$ cat src/rtl/crop_pkg.sv
// crop_pkg: shared definitions for the crop frame sequencer.
//   - crop_state_e      : sequencer state encoding (IDLE / ARMED / ACTIVE)
//   - crop_xw / crop_yw : coordinate widths able to hold 0..COLS / 0..ROWS
//   - CROP_IN_*_DEF     : default frame size; the full frame is also the
//                         reset-time crop window (0,0,IN_COLS,IN_ROWS)
package crop_pkg;

  typedef enum logic [1:0] {
    ST_IDLE_E   = 2'd0,
    ST_ARMED_E  = 2'd1,
    ST_ACTIVE_E = 2'd2
  } crop_state_e;

  localparam int CROP_IN_COLS_DEF = 40;
  localparam int CROP_IN_ROWS_DEF = 40;

  // Width large enough to hold the value 'cols' itself (window widths reach IN_COLS).
  function automatic int crop_xw(input int cols);
    return $clog2(cols + 1);
  endfunction

  function automatic int crop_yw(input int rows);
    return $clog2(rows + 1);
  endfunction

endpackage

$ cat src/rtl/crop_frame_ctrl_if.sv
// crop_frame_ctrl_if: pixel-side handshake of the crop sequencer.
//   pix_fire  : pixel accepted this cycle (source -> sequencer)
//   pix_sof   : qualifies pix_fire, pixel is first of a frame
//   keep      : registered, pixel accepted last cycle is inside the window
//   keep_sof  : with keep, first kept pixel of the frame
//   keep_eol  : with keep, last kept pixel of a window row
//   keep_eof  : with keep, last kept pixel of the frame
// master = pixel source / datapath side, slave = crop_frame_ctrl.
interface crop_frame_ctrl_if;

  logic pix_fire;
  logic pix_sof;
  logic keep;
  logic keep_sof;
  logic keep_eol;
  logic keep_eof;

  modport master (
    output pix_fire, pix_sof,
    input  keep, keep_sof, keep_eol, keep_eof
  );

  modport slave (
    input  pix_fire, pix_sof,
    output keep, keep_sof, keep_eol, keep_eof
  );

endinterface

$ cat src/rtl/crop_coord_counter.sv
// crop_coord_counter: (x,y) position tracker for accepted pixels.
//   clk, reset  : clock, synchronous active-high reset
//   fire        : pixel accepted this cycle
//   sof         : start of frame (already qualified by fire)
//   cur_x/cur_y : coordinates of the pixel presented this cycle (sof forces 0,0)
//   at_origin   : the next expected pixel is (0,0)
//   last        : the current pixel is (COLS-1, ROWS-1)
module crop_coord_counter
  import crop_pkg::*;
#(
  parameter  int COLS = CROP_IN_COLS_DEF,
  parameter  int ROWS = CROP_IN_ROWS_DEF,
  localparam int XW   = crop_xw(COLS),
  localparam int YW   = crop_yw(ROWS)
) (
  input  logic          clk,
  input  logic          reset,
  input  logic          fire,
  input  logic          sof,
  output logic [XW-1:0] cur_x,
  output logic [YW-1:0] cur_y,
  output logic          at_origin,
  output logic          last
);

  logic [XW-1:0] x_q, x_d;
  logic [YW-1:0] y_q, y_d;

  always_comb begin
    cur_x = sof ? '0 : x_q;
    cur_y = sof ? '0 : y_q;
    x_d   = x_q;
    y_d   = y_q;
    if (fire) begin
      if (cur_x == XW'(COLS - 1)) begin
        x_d = '0;
        y_d = (cur_y == YW'(ROWS - 1)) ? '0 : cur_y + YW'(1);
      end else begin
        x_d = cur_x + XW'(1);
        y_d = cur_y;
      end
    end
  end

  assign at_origin = (x_q == '0) && (y_q == '0);
  assign last      = (cur_x == XW'(COLS - 1)) && (cur_y == YW'(ROWS - 1));

  always_ff @(posedge clk) begin
    if (reset) begin
      x_q <= '0;
      y_q <= '0;
    end else begin
      x_q <= x_d;
      y_q <= y_d;
    end
  end

endmodule

$ cat src/rtl/crop_frame_ctrl.sv
// crop_frame_ctrl: frame-level sequencer for the crop datapath.
// Tracks the position of every accepted pixel, holds a staged/shadowed crop
// window (shadow reloads only at frame start) and arms capture per frame,
// single-shot or continuous. keep/keep_sof/keep_eol/keep_eof are registered so
// they line up with the datapath's registered pixel_out.
//
// Ports:
//   clk, reset        clock, synchronous active-high reset
//   cfg_we            write cfg_x1/cfg_y1/cfg_w/cfg_h into staging
//   start / stop      arm capture / finish current frame then idle (pulses)
//   continuous        re-arm after each frame (sampled at frame end)
//   pix (slave)       pix_fire/pix_sof in, keep* strobes out
//   frame_done        pulse one cycle after the last pixel of an active frame
//   frame_cnt         completed frames, wraps
//   busy              state != IDLE
//   sync_err          pulse: pix_sof arrived mid-frame while ACTIVE
//   cfg_err           pulse: rejected window at shadow load
//
// Build option: define CROP_CFG_CHECK_EN to reject empty / out-of-frame
// windows (frame still runs, keep forced low). Without it, cfg_err is 0 and
// oversized windows are clipped to the frame.
//
// state  | meaning
// IDLE   | not capturing; stop_pend cleared
// ARMED  | waiting for the first pixel of a frame (pix_sof)
// ACTIVE | capturing; keep evaluated against the shadow window
module crop_frame_ctrl
  import crop_pkg::*;
#(
  parameter  int IN_ROWS = CROP_IN_ROWS_DEF,
  parameter  int IN_COLS = CROP_IN_COLS_DEF,
  parameter  int CNT_W   = 16,
  localparam int XW      = crop_xw(IN_COLS),
  localparam int YW      = crop_yw(IN_ROWS)
) (
  input  logic             clk,
  input  logic             reset,
  input  logic             cfg_we,
  input  logic [XW-1:0]    cfg_x1,
  input  logic [YW-1:0]    cfg_y1,
  input  logic [XW-1:0]    cfg_w,
  input  logic [YW-1:0]    cfg_h,
  input  logic             start,
  input  logic             stop,
  input  logic             continuous,
  crop_frame_ctrl_if.slave pix,
  output logic             frame_done,
  output logic [CNT_W-1:0] frame_cnt,
  output logic             busy,
  output logic             sync_err,
  output logic             cfg_err
);

  localparam logic [1:0] ST_IDLE   = ST_IDLE_E;
  localparam logic [1:0] ST_ARMED  = ST_ARMED_E;
  localparam logic [1:0] ST_ACTIVE = ST_ACTIVE_E;

  logic [1:0]       state_q, state_d;
  logic             stop_pend_q, stop_pend_d;

  logic [XW-1:0]    stg_x1_q, stg_w_q, shd_x1_q, shd_w_q;
  logic [YW-1:0]    stg_y1_q, stg_h_q, shd_y1_q, shd_h_q;

  logic             keep_q, keep_sof_q, keep_eol_q, keep_eof_q;
  logic             keep_d, keep_sof_d, keep_eol_d, keep_eof_d;
  logic             done_q, sync_err_q, cfg_err_q, cfg_err_d;
  logic [CNT_W-1:0] frame_cnt_q;

  logic             fire, sof;
  logic [XW-1:0]    cur_x;
  logic [YW-1:0]    cur_y;
  logic             at_origin, last_px;

  logic             arm_entry, act_start, resync, load, frame_last, px_active;
  logic [XW-1:0]    win_x1, win_w;
  logic [YW-1:0]    win_y1, win_h;
  logic [XW:0]      x_end, x_lim;
  logic [YW:0]      y_end, y_lim;
  logic             in_x, in_y, at_eol, at_last_row, win_bad;

  assign fire = pix.pix_fire;
  assign sof  = pix.pix_sof & pix.pix_fire;

  crop_coord_counter #(
    .COLS (IN_COLS),
    .ROWS (IN_ROWS)
  ) u_coord (
    .clk       (clk),
    .reset     (reset),
    .fire      (fire),
    .sof       (sof),
    .cur_x     (cur_x),
    .cur_y     (cur_y),
    .at_origin (at_origin),
    .last      (last_px)
  );

  // Frame start while ACTIVE is either the natural wrap to (0,0) or a pix_sof
  // that resyncs an aborted frame; both reload the shadow window.
  assign arm_entry  = (state_q == ST_ARMED) && sof && !stop;
  assign act_start  = (state_q == ST_ACTIVE) && fire && (sof || at_origin);
  assign resync     = (state_q == ST_ACTIVE) && sof && !at_origin;
  assign load       = arm_entry || act_start;
  assign frame_last = (state_q == ST_ACTIVE) && fire && last_px;
  assign px_active  = fire && ((state_q == ST_ACTIVE) || arm_entry);

  // On the load cycle the pixel is judged against the window being loaded
  // (staging as it was before any same-cycle cfg_we).
  always_comb begin
    win_x1 = load ? stg_x1_q : shd_x1_q;
    win_y1 = load ? stg_y1_q : shd_y1_q;
    win_w  = load ? stg_w_q  : shd_w_q;
    win_h  = load ? stg_h_q  : shd_h_q;
  end

  // One extra bit so x1+w / y1+h never wrap.
  always_comb begin
    x_end = {1'b0, win_x1} + {1'b0, win_w};
    y_end = {1'b0, win_y1} + {1'b0, win_h};
    x_lim = (x_end > (XW+1)'(IN_COLS)) ? (XW+1)'(IN_COLS) : x_end;
    y_lim = (y_end > (YW+1)'(IN_ROWS)) ? (YW+1)'(IN_ROWS) : y_end;
  end

  always_comb begin
    in_x        = (cur_x >= win_x1) && ({1'b0, cur_x} < x_end);
    in_y        = (cur_y >= win_y1) && ({1'b0, cur_y} < y_end);
    at_eol      = (({1'b0, cur_x} + (XW+1)'(1)) == x_lim);
    at_last_row = (({1'b0, cur_y} + (YW+1)'(1)) == y_lim);
  end

`ifdef CROP_CFG_CHECK_EN
  // Shadow holds the window for the whole frame, so checking the selected
  // window every cycle keeps keep suppressed for the full rejected frame.
  assign win_bad   = (win_w == '0) || (win_h == '0) ||
                     (x_end > (XW+1)'(IN_COLS)) || (y_end > (YW+1)'(IN_ROWS));
  assign cfg_err_d = load && win_bad;
`else
  assign win_bad   = 1'b0;
  assign cfg_err_d = 1'b0;
`endif

  always_comb begin
    keep_d     = px_active && in_x && in_y && !win_bad;
    keep_sof_d = keep_d && (cur_x == win_x1) && (cur_y == win_y1);
    keep_eol_d = keep_d && at_eol;
    keep_eof_d = keep_eol_d && at_last_row;
  end

  always_comb begin
    state_d     = state_q;
    stop_pend_d = stop_pend_q;
    case (state_q)
      ST_IDLE: begin
        stop_pend_d = 1'b0;
        if (start) state_d = ST_ARMED;
      end
      ST_ARMED: begin
        if (stop)     state_d = ST_IDLE;
        else if (sof) state_d = ST_ACTIVE;
      end
      ST_ACTIVE: begin
        if (stop) stop_pend_d = 1'b1;
        if (frame_last && !(continuous && !stop_pend_q && !stop)) begin
          state_d = ST_IDLE;
        end
      end
      default: state_d = ST_IDLE;
    endcase
  end

  always_ff @(posedge clk) begin
    if (reset) begin
      state_q     <= ST_IDLE;
      stop_pend_q <= 1'b0;
      stg_x1_q    <= '0;
      stg_y1_q    <= '0;
      stg_w_q     <= XW'(IN_COLS);
      stg_h_q     <= YW'(IN_ROWS);
      shd_x1_q    <= '0;
      shd_y1_q    <= '0;
      shd_w_q     <= XW'(IN_COLS);
      shd_h_q     <= YW'(IN_ROWS);
      keep_q      <= 1'b0;
      keep_sof_q  <= 1'b0;
      keep_eol_q  <= 1'b0;
      keep_eof_q  <= 1'b0;
      done_q      <= 1'b0;
      sync_err_q  <= 1'b0;
      cfg_err_q   <= 1'b0;
      frame_cnt_q <= '0;
    end else begin
      state_q     <= state_d;
      stop_pend_q <= stop_pend_d;
      if (cfg_we) begin
        stg_x1_q <= cfg_x1;
        stg_y1_q <= cfg_y1;
        stg_w_q  <= cfg_w;
        stg_h_q  <= cfg_h;
      end
      if (load) begin
        shd_x1_q <= stg_x1_q;
        shd_y1_q <= stg_y1_q;
        shd_w_q  <= stg_w_q;
        shd_h_q  <= stg_h_q;
      end
      keep_q     <= keep_d;
      keep_sof_q <= keep_sof_d;
      keep_eol_q <= keep_eol_d;
      keep_eof_q <= keep_eof_d;
      done_q     <= frame_last;
      sync_err_q <= resync;
      cfg_err_q  <= cfg_err_d;
      if (frame_last) frame_cnt_q <= frame_cnt_q + CNT_W'(1);
    end
  end

  assign pix.keep     = keep_q;
  assign pix.keep_sof = keep_sof_q;
  assign pix.keep_eol = keep_eol_q;
  assign pix.keep_eof = keep_eof_q;
  assign frame_done   = done_q;
  assign frame_cnt    = frame_cnt_q;
  assign busy         = (state_q != ST_IDLE);
  assign sync_err     = sync_err_q;
  assign cfg_err      = cfg_err_q;

endmodule

$ cat src/flat_wrapper.sv
// flat-port wrapper written by rule: the top's interface ports become plain ports
module crop_frame_ctrl_flat import crop_pkg::*;
#(
  parameter  int IN_ROWS = CROP_IN_ROWS_DEF,
  parameter  int IN_COLS = CROP_IN_COLS_DEF,
  parameter  int CNT_W   = 16,
  localparam int XW      = crop_xw(IN_COLS),
  localparam int YW      = crop_yw(IN_ROWS)
)
  (clk, reset, cfg_we, cfg_x1, cfg_y1, cfg_w, cfg_h, start, stop, continuous, frame_done, frame_cnt, busy, sync_err, cfg_err, pix_pix_fire, pix_pix_sof, pix_keep, pix_keep_sof, pix_keep_eol, pix_keep_eof);
  crop_frame_ctrl_if pix_i ();
  input  logic clk;
  input  logic reset;
  input  logic cfg_we;
  input  logic [XW-1:0] cfg_x1;
  input  logic [YW-1:0] cfg_y1;
  input  logic [XW-1:0] cfg_w;
  input  logic [YW-1:0] cfg_h;
  input  logic start;
  input  logic stop;
  input  logic continuous;
  output logic frame_done;
  output logic [CNT_W-1:0] frame_cnt;
  output logic busy;
  output logic sync_err;
  output logic cfg_err;
  input wire logic [$bits(pix_i.pix_fire)-1:0] pix_pix_fire;
  input wire logic [$bits(pix_i.pix_sof)-1:0] pix_pix_sof;
  output wire logic [$bits(pix_i.keep)-1:0] pix_keep;
  output wire logic [$bits(pix_i.keep_sof)-1:0] pix_keep_sof;
  output wire logic [$bits(pix_i.keep_eol)-1:0] pix_keep_eol;
  output wire logic [$bits(pix_i.keep_eof)-1:0] pix_keep_eof;
  assign pix_i.pix_fire = pix_pix_fire;
  assign pix_i.pix_sof = pix_pix_sof;
  assign pix_keep = pix_i.keep;
  assign pix_keep_sof = pix_i.keep_sof;
  assign pix_keep_eol = pix_i.keep_eol;
  assign pix_keep_eof = pix_i.keep_eof;
  crop_frame_ctrl #(.IN_ROWS(IN_ROWS), .IN_COLS(IN_COLS), .CNT_W(CNT_W)) u_core (.clk(clk), .reset(reset), .cfg_we(cfg_we), .cfg_x1(cfg_x1), .cfg_y1(cfg_y1), .cfg_w(cfg_w), .cfg_h(cfg_h), .start(start), .stop(stop), .continuous(continuous), .pix(pix_i), .frame_done(frame_done), .frame_cnt(frame_cnt), .busy(busy), .sync_err(sync_err), .cfg_err(cfg_err));
endmodule
$ cat config.mk
export PLATFORM = sky130hd
export DESIGN_NAME = crop_frame_ctrl_flat
export DESIGN_NICKNAME = d
export VERILOG_FILES = /design/src/rtl/crop_pkg.sv /design/src/rtl/crop_frame_ctrl_if.sv /design/src/rtl/crop_coord_counter.sv /design/src/rtl/crop_frame_ctrl.sv /design/src/flat_wrapper.sv
export SDC_FILE = /design/constraint.sdc
export NUM_CORES = 1
export LEC_CHECK = 0
export ABC_AREA = 1
export CORE_MARGIN = 2
export CORE_UTILIZATION = 52
export CTS_CLUSTER_SIZE = 10
export DETAILED_ROUTE_END_ITERATION = 10
export PLACE_DENSITY = 0.77
export REMOVE_ABC_BUFFERS = 1
export SKIP_LAST_GASP = 1
export SLEW_MARGIN = 25
export SYNTH_ARGS = -nofsm -noshare
export SYNTH_HDL_FRONTEND = slang
export SYNTH_HIERARCHICAL = 1
export SYNTH_SLANG_ARGS = --single-unit
$ cat constraint.sdc
create_clock -name clk -period 4.4 [get_ports clk]
set_input_delay 0.88 -clock clk [delete_from_list [all_inputs] [get_ports clk]]
set_output_delay 0.88 -clock clk [all_outputs]
set_load 0.01 [all_outputs]
==> results_tabular.tex <==
\begin{tabular}{lr}
\hline
Metric & Value \\
\hline
\multicolumn{2}{l}{\textbf{Outcome}} \\
\quad Status & finished, final reports clean \\
\multicolumn{2}{l}{\textbf{Cells and area}} \\
\quad Commonest non-fill, non-tap cells in the layout & sky130\_fd\_sc\_hd\_\_nand2\_1, sky130\_fd\_sc\_hd\_\_inv\_1, sky130\_fd\_sc\_hd\_\_nor2\_1, sky130\_fd\_sc\_hd\_\_dfxtp\_1, sky130\_fd\_sc\_hd\_\_clkdlybuf4s50\_1 \\
\quad Post-route cell area & about 0.0064 mm\^{}2 \\
\quad Storage cell area & about 0.0017 mm\^{}2 \\
\quad Multi-input logic area & 0.00311 mm\^{}2 \\
\quad Final Net Count & 916 \\
\quad Area Growth Syn to Fin & 19.2\% \\
\quad Number of flip-flops in the largest register & 16 \\
\quad Non-filler cells in the finished layout & between 900 and 1000 \\
\quad Diodes inserted & 0 \\
\quad Share of cells above drive strength 1 & 12.5\% \\
\quad Number of fill cells & $\sim$930 \\
\quad Most frequent standard cell in the layout excluding fill and tap cells & sky130\_fd\_sc\_hd\_\_nand2\_1 \\
\multicolumn{2}{l}{\textbf{Synthesis}} \\
\quad Count of yosys warnings during synthesis & 6 \\
\quad Post-synth design cell area & about 0.0054 mm\^{}2 \\
\quad Mean instance size in the synthesized netlist & around 7 um\^{}2 \\
\quad Share of the yosys chip area belonging to registers & between 30\% and 40\% \\
\quad Synth Flop Type & sky130\_fd\_sc\_hd\_\_dfxtp\_1 \\
\quad Proportion of register bits with asynchronous set or reset after synthesis & 0\% \\
\quad Number of enable flip-flop cells after synthesis & 0 \\
\quad Synthesized flop and latch total & 85 \\
\quad Count of distinct cell types in the synthesized netlist & 46 \\
\quad Gate count after technology mapping & between 700 and 800 \\
\multicolumn{2}{l}{\textbf{Worst setup path}} \\
\quad Largest fanout on the critical path & 10 \\
\quad Crit Path Class & input pin to register \\
\quad Source of the critical timing path & pix\_pix\_sof \\
\quad Critical Path AT & about 4400 ps \\
\quad Critical Path Most Common Cell & sky130\_fd\_sc\_hd\_\_nor2\_1 \\
\quad Critical Path End Type & register \\
\quad Cell type group with the largest total delay on the critical path & simple AND/OR/NAND/NOR gates \\
\quad Required time at the worst-slack endpoint & between 4000 and 5000 ps \\
\quad Crit path cell chain & clkdlybuf4s50\_1, nand2\_2, inv\_2, nand3\_4, nand2\_4, o21ai\_0, ha\_1, fa\_2, xor2\_1, inv\_1, ha\_1, nand2\_1, a21oi\_1, a211oi\_1, nor2\_1, o21ai\_0, nand3b\_1, a31oi\_1, nand2\_1, inv\_1, nand3\_1, nor2\_1, nand3\_1, nor2\_1 \\
\quad Kind of start point of the critical path & input pin \\
\quad CP Buf/Inv Count & 4 \\
\quad Reg2Reg Launch Point & u\_core/u\_coord/x\_q[4] \\
\quad Slowest Stage Delay on Critical Path & a little over 500 ps \\
\quad Slowest stage cell, crit path & sky130\_fd\_sc\_hd\_\_clkdlybuf4s50\_1 \\
\multicolumn{2}{l}{\textbf{Timing}} \\
\quad Tmin final & $\sim$4100 ps \\
\quad Share of the clock period used by the worst path after layout & $\sim$93\% \\
\quad Highest clock rate & 245 MHz \\
\quad Fin. max-slew vios & 0 \\
\quad Worst hold slack & around 460 ps \\
\quad Unrepaired setup endpoints after global routing & no \\
\quad Skew final & 14.5 ps \\
\quad Max-slew headroom & 40.8\% \\
\quad Actual slew at the worst max-slew pin & roughly 890 ps \\
\quad Number of hold violations in the final report & 0 \\
\quad Final setup violating endpoints & 0 \\
\quad Setup\_tns & 0 ps \\
\multicolumn{2}{l}{\textbf{Power and ir drop}} \\
\quad Peak supply drop & $\sim$0.00016 V \\
\quad Leakage & about 2.8 nW \\
\quad Final Power & 1.55 mW \\
\quad P per Cell Area & approximately 240 mW/mm\^{}2 \\
\multicolumn{2}{l}{\textbf{Floorplanning}} \\
\quad Die area & about 0.011 mm\^{}2 \\
\quad Chip Width & around 110 um \\
\quad Core area & slightly above 0.01 mm\^{}2 \\
\quad Starting utilization of the core area & 52.7\% \\
\quad Die H & 106 um \\
\quad Number of rows created at floorplan & 37 \\
\quad Ports placed on the boundary & 56 \\
\multicolumn{2}{l}{\textbf{Clock network}} \\
\quad Root buffer selected by CTS & sky130\_fd\_sc\_hd\_\_clkbuf\_8 \\
\quad Post-cts repair resize count & 0 \\
\quad Total number of clock tree sinks & between 80 and 90 \\
\quad Worst-Skew Late Latency & roughly 360 ps \\
\quad Count of H-tree levels built during CTS & 3 \\
\quad \# hold bufs at CTS & 0 \\
\quad Inserted Clock Buffers & 9 \\
\quad Buffers inserted by post-CTS timing repair & 0 \\
\quad Clock-pin slew of the registers on the worst-case setup and hold paths & approximately 90 ps \\
\quad Clock tree from TritonCTS & built \\
\quad Max Root-Sink Buffers & 2 \\
\multicolumn{2}{l}{\textbf{Routing}} \\
\quad DRC & 0 \\
\quad Number of antenna-violating nets in the routed design & 0 \\
\quad Vias & 5098 \\
\quad Detail-routed net length per standard cell & 12.7 um \\
\quad First drt pass iteration count & 4 \\
\quad Post-detailed-routing wire length & 12.7 mm \\
\quad Number of DRC markers after the initial detailed-route iteration & $\sim$370 \\
\quad Vias per cell & just over 5 \\
\multicolumn{2}{l}{\textbf{GRT}} \\
\quad Total routing usage reported by global routing & between 20\% and 30\% \\
\quad Vias in the first global route & about 4800 \\
\quad Global-route wire length before repair & $\sim$21 mm \\
\quad Overall overflow remaining after global route & 0 \\
\quad Largest net degree at the start of global routing & 46 \\
\quad Initial antenna violation count & 0 \\
\multicolumn{2}{l}{\textbf{Place}} \\
\quad Post-Place Cell Area & 0.00620 mm\^{}2 \\
\quad DPL Wire Length & 9.85 mm \\
\quad Instance count after placement with tap cells included & between 900 and 1000 \\
\quad Routability congestion estimate from global placement & approximately 0.9 \\
\quad Count of buffers inserted at the top-level ports & 54 \\
\multicolumn{2}{l}{\textbf{Flow run}} \\
\quad Max\_cap viols & 0 \\
\multicolumn{2}{l}{\textbf{Min path}} \\
\quad Startpoint of the tightest hold check path & u\_core/stg\_w\_q[5] \\
\quad Worst Hold Class & register to register \\
\hline
\end{tabular}
[final timing paths]
| kind | end | slack, ps | depth (start not counted) |
|---|---|---|---|
| max | u_core/pix.keep_eof | 310 | 24 |
| min | u_core/stg_w_q[5] | 460 | 2 |
| max reg2reg | u_core/pix.keep_eof | 510 | 26 |
| min reg2reg | u_core/stg_w_q[5] | 460 | 2 |
[cell usage after synthesis, types with 3 or more instances]
library cell               count  share of area, %
sky130_fd_sc_hd__nand2_1     154                11
sky130_fd_sc_hd__inv_1       112               7.8
sky130_fd_sc_hd__nor2_1       96               6.7
sky130_fd_sc_hd__dfxtp_1      85                32
sky130_fd_sc_hd__o21ai_0      53               4.9
sky130_fd_sc_hd__nand3_1      49               4.6
sky130_fd_sc_hd__a21oi_1      45               4.2
sky130_fd_sc_hd__ha_1         31               7.2
sky130_fd_sc_hd__nand2_2      19               2.2
sky130_fd_sc_hd__clkbuf_1     15               1.0
sky130_fd_sc_hd__xor2_1       15               2.4
sky130_fd_sc_hd__nand4_1      12               1.4
sky130_fd_sc_hd__nand3b_1     11               1.5
sky130_fd_sc_hd__nor3_1       10              0.93
sky130_fd_sc_hd__nand3_2       7               1.3
sky130_fd_sc_hd__nand2_4       5               1.0
sky130_fd_sc_hd__or2_2         5              0.58
sky130_fd_sc_hd__xnor2_1       5              0.82
sky130_fd_sc_hd__inv_2         4              0.28
sky130_fd_sc_hd__nor2_4        4              0.84
sky130_fd_sc_hd__nor4_1        4              0.47
sky130_fd_sc_hd__o211ai_1      4              0.56
sky130_fd_sc_hd__a21oi_2       3              0.49
sky130_fd_sc_hd__buf_6         3              0.63
sky130_fd_sc_hd__mux2_2        3              0.63
sky130_fd_sc_hd__nand3_4       3              0.98
[tightest hold or removal path, delay by kind of cell (launching register included)]
kind             cells  cell delay (ps)
DFF                  1              330
and+or+nand+nor      2              100
[metrics by stage]
| stage | setup slack (ps) | utilization [%] |
|---|---|---|
| floorplan | 263 | - |
| global placement | 49.9 | 60.8 |
| detailed placement | -106 | 60.8 |
| CTS | 282 | 62.6 |
| global route | 3.63 | 62.7 |
| finish | 313 | 62.7 |
[cells by family (layout without fill, tap and decap cells)]
family	Yosys count	count (layout)	synth area share (%)
AO/OA/AOI/OAI	114	114	11.5
XOR/XNOR	20	20	3.27
adder cells (fa/ha/maj)	32	32	7.61
buffers and inverters	140	216	10.7
flip-flops	85	85	31.7
multiplexers	3	3	0.630
other	1	1	0.0699
AND/OR/NAND/NOR	386	386	34.5
[report_power, final]
part / total, mW / switching (mW) / leakage [nW] / internal [mW]
registers: 0.802 / 0.0111 / 0.693 / 0.791
clock network: 0.504 / 0.295 / 0.0833 / 0.209
logic: 0.246 / 0.144 / 2.07 / 0.101
total: 1.55 / 0.450 / 2.84 / 1.10
[metal layers]
layer | GRT usage [%] | vias to the layer above | share of wire, %
met5 | 0 | - | 0
met4 | 6.95 | 0 | 1.1
met3 | 3.96 | 12 | 3.2
met2 | 39.8 | 72 | 49
met1 | 30.9 | 2366 | 47
li1 | - | 2648 | -
[final cells by class]
cell class	instances	area share [%]
clock inverters	6	0.724
clock buffers	10	2.00
multi-input cells	556	48.6
flip-flops and latches	85	26.6
inverters	116	6.81
repair buffers	84	12.6
well taps	136	2.66
Power figures use the tool's default switching activity.
